**src/rtl/cs2fifoc_if.sv**
```systemverilog
`default_nettype none
// ============================================================================
//  cs2fifoc_if : command-frame handshake, field and FIFO-write bundle
//  Revision    : 1.0
// ============================================================================
interface cs2fifoc_if;
    logic       fs;
    logic       fd;
    logic       err;
    logic       fifoc_full;
    logic       fifoc_txen;
    logic [7:0] fifoc_txd;
    logic [7:0] kind_dev;
    logic [7:0] info_sr;
    logic [7:0] cmd_filt;
    logic [7:0] cmd_mix0;
    logic [7:0] cmd_mix1;
    logic [7:0] cmd_reg4;
    logic [7:0] cmd_reg5;
    logic [7:0] cmd_reg6;
    logic [7:0] cmd_reg7;

    modport master (
        output fs, fifoc_full,
        output kind_dev, info_sr, cmd_filt, cmd_mix0, cmd_mix1,
        output cmd_reg4, cmd_reg5, cmd_reg6, cmd_reg7,
        input  fd, err, fifoc_txen, fifoc_txd
    );

    modport slave (
        input  fs, fifoc_full,
        input  kind_dev, info_sr, cmd_filt, cmd_mix0, cmd_mix1,
        input  cmd_reg4, cmd_reg5, cmd_reg6, cmd_reg7,
        output fd, err, fifoc_txen, fifoc_txd
    );
endinterface
`default_nettype wire

```
**src/rtl/cs2fifoc.sv**
```systemverilog
`default_nettype none
// ============================================================================
//  cs2fifoc : snapshots nine command fields and writes a 12-byte framed
//             command (header, payload, mod-256 checksum) into the FIFO
//  Revision : 1.0
// ============================================================================
module cs2fifoc #(
    parameter logic [7:0]  HEAD0   = 8'h55,
    parameter logic [7:0]  HEAD1   = 8'hAA,
    parameter logic [15:0] TMO_CYC = 16'd1024
) (
    input  wire logic   clk,
    input  wire logic   rst,
    cs2fifoc_if.slave   bus
);

    typedef enum logic [2:0] {
        S_IDLE = 3'd0,
        S_LOAD = 3'd1,
        S_SEND = 3'd2,
        S_LAST = 3'd3,
        S_ERR  = 3'd4
    } state_t;

    state_t          state_q;
    logic [3:0]      idx_q;
    logic [7:0]      check_q;
    logic [15:0]     stall_q;
    logic [8:0][7:0] shadow_q;   // payload bytes in transmit order
    logic            txen_q;
    logic [7:0]      txd_q;
    logic [7:0]      byte_d;
    logic            payload_d;

    always_comb begin
        byte_d = 8'h00;
        case (idx_q)
            4'd0:    byte_d = HEAD0;
            4'd1:    byte_d = HEAD1;
            4'd2:    byte_d = shadow_q[0];
            4'd3:    byte_d = shadow_q[1];
            4'd4:    byte_d = shadow_q[2];
            4'd5:    byte_d = shadow_q[3];
            4'd6:    byte_d = shadow_q[4];
            4'd7:    byte_d = shadow_q[5];
            4'd8:    byte_d = shadow_q[6];
            4'd9:    byte_d = shadow_q[7];
            4'd10:   byte_d = shadow_q[8];
            4'd11:   byte_d = check_q;
            default: byte_d = 8'h00;
        endcase
    end

    assign payload_d = (idx_q >= 4'd2) && (idx_q <= 4'd10);

    always_ff @(posedge clk or posedge rst) begin
        if (rst) begin
            state_q  <= S_IDLE;
            idx_q    <= 4'd0;
            check_q  <= 8'h00;
            stall_q  <= 16'd0;
            shadow_q <= '0;
            txen_q   <= 1'b0;
            txd_q    <= 8'h00;
        end else begin
            case (state_q)
                S_IDLE: begin
                    txen_q <= 1'b0;
                    if (bus.fs) state_q <= S_LOAD;
                end
                S_LOAD: begin
                    txen_q   <= 1'b0;
                    shadow_q <= {bus.cmd_mix1, bus.cmd_reg7, bus.cmd_reg6, bus.cmd_reg5,
                                 bus.cmd_reg4, bus.cmd_mix0, bus.cmd_filt, bus.info_sr,
                                 bus.kind_dev};
                    idx_q    <= 4'd0;
                    check_q  <= 8'h00;
                    stall_q  <= 16'd0;
                    state_q  <= S_SEND;
                end
                S_SEND: begin
                    // The checksum byte always goes out: the FIFO keeps one entry of margin.
                    if (!bus.fifoc_full || idx_q == 4'd11) begin
                        txen_q  <= 1'b1;
                        txd_q   <= byte_d;
                        idx_q   <= idx_q + 4'd1;
                        stall_q <= 16'd0;
                        if (payload_d) check_q <= check_q + byte_d;
                        if (idx_q == 4'd11) state_q <= S_LAST;
                    end else begin
                        txen_q  <= 1'b0;
                        stall_q <= stall_q + 16'd1;
                        if (TMO_CYC != 16'd0 && stall_q == TMO_CYC - 16'd1)
                            state_q <= S_ERR;
                    end
                end
                S_LAST: begin
                    txen_q <= 1'b0;
                    if (!bus.fs) state_q <= S_IDLE;
                end
                S_ERR: begin
                    txen_q <= 1'b0;
                end
                default: begin
                    txen_q  <= 1'b0;
                    state_q <= S_IDLE;
                end
            endcase
        end
    end

    assign bus.fd         = (state_q == S_LAST);
    assign bus.err        = (state_q == S_ERR);
    assign bus.fifoc_txen = txen_q;
    assign bus.fifoc_txd  = txd_q;

endmodule
`default_nettype wire

```
**src/flat_wrapper.sv**
```systemverilog
// flat-port wrapper written by rule: the top's interface ports become plain ports
module cs2fifoc_flat 
#(
    parameter logic [7:0]  HEAD0   = 8'h55,
    parameter logic [7:0]  HEAD1   = 8'hAA,
    parameter logic [15:0] TMO_CYC = 16'd1024
)
  (clk, rst, bus_fs, bus_fifoc_full, bus_kind_dev, bus_info_sr, bus_cmd_filt, bus_cmd_mix0, bus_cmd_mix1, bus_cmd_reg4, bus_cmd_reg5, bus_cmd_reg6, bus_cmd_reg7, bus_fd, bus_err, bus_fifoc_txen, bus_fifoc_txd);
  cs2fifoc_if bus_i ();
  input  wire logic clk;
  input  wire logic rst;
  input wire logic [$bits(bus_i.fs)-1:0] bus_fs;
  input wire logic [$bits(bus_i.fifoc_full)-1:0] bus_fifoc_full;
  input wire logic [$bits(bus_i.kind_dev)-1:0] bus_kind_dev;
  input wire logic [$bits(bus_i.info_sr)-1:0] bus_info_sr;
  input wire logic [$bits(bus_i.cmd_filt)-1:0] bus_cmd_filt;
  input wire logic [$bits(bus_i.cmd_mix0)-1:0] bus_cmd_mix0;
  input wire logic [$bits(bus_i.cmd_mix1)-1:0] bus_cmd_mix1;
  input wire logic [$bits(bus_i.cmd_reg4)-1:0] bus_cmd_reg4;
  input wire logic [$bits(bus_i.cmd_reg5)-1:0] bus_cmd_reg5;
  input wire logic [$bits(bus_i.cmd_reg6)-1:0] bus_cmd_reg6;
  input wire logic [$bits(bus_i.cmd_reg7)-1:0] bus_cmd_reg7;
  output wire logic [$bits(bus_i.fd)-1:0] bus_fd;
  output wire logic [$bits(bus_i.err)-1:0] bus_err;
  output wire logic [$bits(bus_i.fifoc_txen)-1:0] bus_fifoc_txen;
  output wire logic [$bits(bus_i.fifoc_txd)-1:0] bus_fifoc_txd;
  assign bus_i.fs = bus_fs;
  assign bus_i.fifoc_full = bus_fifoc_full;
  assign bus_i.kind_dev = bus_kind_dev;
  assign bus_i.info_sr = bus_info_sr;
  assign bus_i.cmd_filt = bus_cmd_filt;
  assign bus_i.cmd_mix0 = bus_cmd_mix0;
  assign bus_i.cmd_mix1 = bus_cmd_mix1;
  assign bus_i.cmd_reg4 = bus_cmd_reg4;
  assign bus_i.cmd_reg5 = bus_cmd_reg5;
  assign bus_i.cmd_reg6 = bus_cmd_reg6;
  assign bus_i.cmd_reg7 = bus_cmd_reg7;
  assign bus_fd = bus_i.fd;
  assign bus_err = bus_i.err;
  assign bus_fifoc_txen = bus_i.fifoc_txen;
  assign bus_fifoc_txd = bus_i.fifoc_txd;
  cs2fifoc #(.HEAD0(HEAD0), .HEAD1(HEAD1), .TMO_CYC(TMO_CYC)) u_core (.clk(clk), .rst(rst), .bus(bus_i));
endmodule
```
**config.mk**
```make
export PLATFORM = sky130hd
export DESIGN_NAME = cs2fifoc_flat
export DESIGN_NICKNAME = d
export VERILOG_FILES = /design/src/rtl/cs2fifoc_if.sv /design/src/rtl/cs2fifoc.sv /design/src/flat_wrapper.sv
export SDC_FILE = /design/constraint.sdc
export NUM_CORES = 1
export LEC_CHECK = 0
export CAP_MARGIN = 20
export CORE_ASPECT_RATIO = 0.8
export CORE_MARGIN = 1
export CORE_UTILIZATION = 54
export CTS_BUF_LIST = sky130_fd_sc_hd__clkbuf_8 sky130_fd_sc_hd__clkbuf_16
export DETAILED_ROUTE_END_ITERATION = 12
export PLACE_DENSITY = 0.8
export REMOVE_ABC_BUFFERS = 1
export SLEW_MARGIN = 20
export SYNTH_ARGS = -nofsm -noshare
export SYNTH_HDL_FRONTEND = slang
export SYNTH_SLANG_ARGS = --single-unit
```
**constraint.sdc**
```tcl
create_clock -name clk -period 4.41 [get_ports clk]
set_input_delay 0.441 -clock clk [delete_from_list [all_inputs] [get_ports clk]]
set_output_delay 0.441 -clock clk [all_outputs]
set_load 0.02 [all_outputs]
```
* After elaboration in Yosys (flattened, before gate mapping)
Index checks and enable logic that the tools add are counted.
** Word-level totals
- Flip-flop bits (word level) :: 112
- Bits of input ports :: 76
- Output and inout bits :: 11
** Cells by class
- Add/sub/neg operators :: 3
- Order comparisons :: 2
- Equality and inequality tests :: 22
- Muxes and demuxes :: 16
- Bitwise gates (word level) :: 1
- Reduce and logical (&&, ||, !) cells :: 10
** Operators by type and width (number)
- 8-bit case mux with 12 select lines :: 1
- 16-bit case mux with 2 select lines :: 1
- 16-bit by 1-bit adder with 16-bit output, second input constant :: 1
- 16-bit by 10-bit equality test with 1-bit output, second input constant :: 1
- 4-bit by 3-bit equality test with 1-bit output, second input constant :: 4
- 4-bit equality test, second input constant :: 4
- 16-bit two-way mux :: 1
- 8-bit two-way mux :: 2
- 8-bit case mux with 2 select lines :: 1
- 3-bit two-way mux :: 5
- 3-bit case mux with 5 select lines :: 1
- 8-bit adder :: 1
- 4-bit by 2-bit equality test with 1-bit output, second input constant :: 2
- 4-bit case mux with 2 select lines :: 1
- 3-bit by 2-bit equality test with 1-bit output, second input constant :: 2
- 5-bit AND reduction :: 1
- 4-bit by 1-bit adder with 4-bit output, second input constant :: 1
- 4-bit by 1-bit equality test with 1-bit output, second input constant :: 1
- 4-bit by 2-bit greater-or-equal comparator with 1-bit output, second input constant :: 1
- 4-bit <= comparator, second input constant :: 1
- 4-bit logical NOT :: 1
- 4-bit two-way mux :: 1
- 2-bit by 1-bit != test with 1-bit output, second input constant :: 2
- 2-bit != test, second input constant :: 2
- other kinds (13) :: 15

* Longest topological paths before layout
- Word-level depth :: 6
- Mapped depth :: 15
- Depth with buffers taken out :: 13

* Least setup slack after synthesis
OpenSTA, ideal clock, no wires.
- Path type :: reg2reg
- Start point :: register u_core.idx_q[1]
- End point :: register u_core.check_q[6]
- Library setup time :: 0.125 ns
- Data arrival time :: 2.917 ns
- Required time :: 4.285 ns
- Setup slack :: 1.369 ns
- Stages on the path, launching flop included :: 15
- Buffers on the path :: 2
- Period minus slack after synthesis :: 3.041 ns
- Cells stage by stage :: dfrtp_1 -> inv_1 -> ha_1 -> clkbuf_1 -> clkbuf_1 -> a32o_1 -> nor3_1 -> o21ai_1 -> ha_1 -> fa_1 -> a21o_1 -> a21oi_1 -> nand4b_1 -> nand3_1 -> mux2_2
** On the way
- Cells in the longest elaborated chain, start to end :: 6
- Elaborated cells between the ends (all ways) :: 24
- Those cells by class :: add/sub (1); order compare (2); eq/ne (13); mux (4); reduce/logical (4)
** Ends and longest elaborated chain
- start, declared :: line cs2fifoc.sv:26 : logic [3:0] idx_q;
- start signal, assigned :: line cs2fifoc.sv:86 : idx_q <= idx_q + 4'd1;
- 4-bit equality test, or another cell as far along :: line cs2fifoc.sv:37 : case (idx_q)
- 8-bit case mux with 12 select lines * :: line cs2fifoc.sv:37
- net u_core.byte_d[0] :: line cs2fifoc.sv:32 : logic [7:0] byte_d;
- 8-bit adder * :: line cs2fifoc.sv:88 : if (payload_d) check_q <= check_q + byte_d;
- 8-bit two-way mux * :: line cs2fifoc.sv:88
- 8-bit two-way mux * :: line cs2fifoc.sv:83 : if (!bus.fifoc_full || idx_q == 4'd11) begin
- 8-bit case mux with 2 select lines * :: line cs2fifoc.sv:66 : case (state_q)
- end signal, assigned :: line cs2fifoc.sv:88
- end, declared :: line cs2fifoc.sv:27 : logic [7:0] check_q;
The timed path passes the listed nets; every way through them passes the cells marked *. The select of a mux whose other input is x is not followed.
A chain may end at the register's enable or synchronous reset.

* Worst setup path after layout
- Start point :: register u_core.idx_q[0]
- End point :: register u_core.check_q[6]
The elaborated chain is that of the path after synthesis.

==> summary by stage <==
Status
The flow ran to the end, and the final reports show no timing, DRC or antenna violations.

Floorplan
The area enclosed by the die boundary is 10800 um^2. In this run the core area contains 32 standard-cell rows. The initial utilization of the core area, before any placement, comes to 0.569.

The core region is 9890 um^2. In this run the horizontal extent of the chip is 116 um. The die extent in y is 93.3 um. Pin placement for this block handled 87 I/O pins.

Worst setup path
The critical path's slowest cell is ha_1. The signal on the critical path passes through ha_1, a221oi_1, a211oi_1, nor3_1, o21ai_1, ha_1, fa_1, a21o_1, a21oi_1, nand4b_1, nand3_1, mux2_2. The cell class contributing the biggest share of worst-path delay is adder cells.

The maximum fanout along the worst path is 21. The type of the worst setup path is reg2reg. The cell that appears most often on the critical path is ha_1. The sort of element at the start of the critical path is a register. The number of buffer and inverter stages on the critical path is 0. The arrival time at the worst endpoint is 3760 ps. The kind of end point of the critical path is a register. On the worst path, the slowest cell contributes a delay of 490 ps. At the worst endpoint, the required time is 4640 ps.

Job
The number of max-capacitance violations reported is 0.

Worst hold path
The path class of the tightest hold or removal check is in2async.

CTS
The post-CTS setup repair buffer count is 0. The post-CTS clock slew at the launch and capture registers of the worst setup and hold paths is 80 ps. The total CTS buffers is 9.

The H-tree was split into 3 levels. The total of cells resized after clock tree synthesis is 0. The TritonCTS clock tree is built. The number of hold buffers added after CTS is 0. CTS saw 112 sinks.

The buffer depth of the longest clock path is 2. The root buffer cell is clkbuf_16. The clock latency of the later-clocked register in the worst-skew pair is 350 ps.

Global route
The first global-routing pass estimated 21.6 mm of wire. The via count of the first global-routing pass is 4180. Across every metal layer, demand over resource in global routing totals 0.264.

The initial antenna violation count is 0. Entering global routing, the biggest net connects 75 pins. For this run the aggregate overflow at the end of global routing stands at 0.

STA
Dividing the final minimum period by the clock period gives 0.799. The final count of pins violating max slew is 0. The final worst clock skew is 6.45 ps.

The actual transition at the worst max-transition pin is 936 ps. The fmax is 284 MHz. The final period demand of the worst path is 3520 ps.

Setup repair after global routing left no endpoint under its margin. The setup total negative slack is 0 ps. Measured against its own limit, the worst slew margin works out to 0.376.

The worst slack on hold paths is 507 ps. The setup-violating endpoint count in the final report is 0. The number of hold violations in the final report is 0. Setup slack on the critical path of the routed design comes to 889 ps.

Logic synthesis
The count of unique library cells instantiated by Yosys is 67. The mean instance size in the synthesized netlist is 11.8 um^2. Counting flops with an async set or reset pin after synthesis yields a share of 1.00.

The number of enable-type register cells in the synthesized netlist is 0. The predominant post-synthesis flop cell is dfrtp_1. The sequential share of the synthesized area is 0.498. The synthesized instance count is 476. The number of synthesis warnings is 0. After synthesis the netlist holds a flip-flop and latch count of 112. The area of the mapped netlist is 5630 um^2.

Routing
The total DRC errors in the routed layout is 0. After detailed routing, the average wire length per cell comes to 19.0 um. The pre-antenna-repair detailed-routing pass consisted of 5 iterations.

In the routed layout, each cell is associated on average with a via count of 6.05. The final layout contains routed wiring with a total length of 13.1 mm. The count of antenna-violating nets left after detailed routing is 0. After the first detailed-routing iteration, the DRC count stood at 356. Detailed routing inserted a total of 4153 vias.

Finish
The area growth from synthesis to final layout is 21.9%. The net count of the finished layout is 635. The share of final-layout standard cells stronger than drive strength 1 is 0.211. 0 antenna diodes ended up in the layout. Once layout is complete, the utilization of the core stands at 0.694. Counting the fill cells in the layout gives 741.

Power and ir drop
Dividing total power by cell area gives a power density of 696 nW/um^2. For this design the static power due to leakage is 2.78 nW. The largest vdd supply drop is 333 uV.

Placed design
The global placement routability congestion is 0.861. The HPWL after detailed placement is 9.36 mm. Input and output buffers added on the ports amount to 86. OpenSTA, run right after detailed placement, puts the worst setup slack at 928 ps.
## layer usage
layer	share of wire	track usage	routed length [um]	up-vias
met1	0.46	0.377	6060	2065
met2	0.46	0.407	6040	153
met5	0	0	0	-
met4	0.015	0.0780	195	0
met3	0.060	0.0538	783	18
li1	-	-	-	1917
## final cells by class
cell class,instances,area [um^2],area share
Multi-Input combinational cell,327,2660,0.387
Tap cell,136,170,0.0248
Timing Repair Buffer,90,891,0.130
Clock buffer,9,225,0.0328
Sequential cell,112,2800,0.409
Inverter,6,25.0,0.00365
Clock inverter,7,88.8,0.0130
## through the flow
stage	total power [mW]	instance area, um^2	std cells
final	4.78	6860	687
after global routing	5.07	6860	687
after CTS	4.77	6860	687
after detailed placement	3.91	6550	671
after global placement	3.81	6550	671
after floorplan	3.30	5470	445
## Yosys cell counts (all sizes together) (3+ instances only)
cell type / instances / area (um^2)
nor3: 3 / 15.0
o21ai: 31 / 155
dfrtp: 112 / 2800
a31oi: 6 / 43.8
a22o: 3 / 26.3
a21oi: 9 / 52.6
nand3: 16 / 80.1
nand2: 28 / 105
and3: 5 / 31.3
nand4: 6 / 37.5
a21o: 3 / 22.5
nor2b: 4 / 25.0
nor2: 19 / 71.3
nor3b: 4 / 40.0
a222oi: 8 / 80.1
o21a: 3 / 22.5
a221oi: 5 / 43.8
ha: 12 / 150
o41ai: 4 / 35.0
nand2b: 3 / 18.8
inv: 6 / 22.5
xor2: 10 / 87.6
clkbuf: 10 / 37.5
a32oi: 3 / 26.3
a211oi: 6 / 57.6
a32o: 4 / 40.0
buf: 21 / 115
a221o: 4 / 40.0
xnor2: 5 / 43.8
mux2: 85 / 957
## sequential cells by signal (all words and copies together), names as in the netlist
name                   cells
u_core.shadow_q           72
u_core.stall_q            16
u_core.bus.fifoc_txd       8
u_core.check_q             8
u_core.idx_q               4
u_core.state_q             3
u_core.bus.fifoc_txen      1
## layout by cell type, fill, tap and decap left out, types with 4 or more instances in the layout
master and n:
a211oi_1 5, a21oi_1 7, a221o_1 4, a221oi_1 5, a222oi_1 8, a31oi_1 5
a32o_1 4, and3_1 5, buf_4 4, clkbuf_16 9, clkdlybuf4s50_1 86, dfrtp_1 112
ha_1 12, inv_1 5, mux2_2 83, nand2_1 28, nand3_1 16, nand4_1 6
nor2_1 18, nor2b_1 4, o21ai_0 8, o21ai_1 23, o41ai_1 4, xnor2_1 5
xor2_1 10
## path summary, 6_finish.rpt
kind                                           startpoint                             endpoint  slack, ps  depth (start not counted)
min                                                   rst      u_core.shadow_q[62]$_DFFE_PP0P_        510                          2
max in group asynchronous                             rst  u_core.bus.fifoc_txd[2]$_DFFE_PP0P_       3030                          3
max reg2reg                   u_core.idx_q[0]$_DFFE_PP0P_        u_core.check_q[6]$_DFFE_PP0P_        890                         12
max                           u_core.idx_q[0]$_DFFE_PP0P_        u_core.check_q[6]$_DFFE_PP0P_        890                         12
min in group clk           u_core.shadow_q[6]$_DFFE_PP0P_       u_core.shadow_q[6]$_DFFE_PP0P_        510                          1
min reg2reg                u_core.shadow_q[6]$_DFFE_PP0P_       u_core.shadow_q[6]$_DFFE_PP0P_        510                          1
## cell families after synthesis
family	share of synthesized area
buf+inv	0.0311
fa+ha+maj	0.0302
xor+xnor	0.0233
simple gates	0.0987
flops	0.498
mux	0.174
compound gates	0.145
## report_power, final
group | total, mW | internal [mW] | switching (mW)
logic | 2.12 | 1.06 | 1.06
registers | 1.81 | 1.47 | 0.335
clock network | 0.846 | 0.453 | 0.393
total | 4.78 | 2.99 | 1.79
Note: power is estimated with default switching activity, not from simulation.
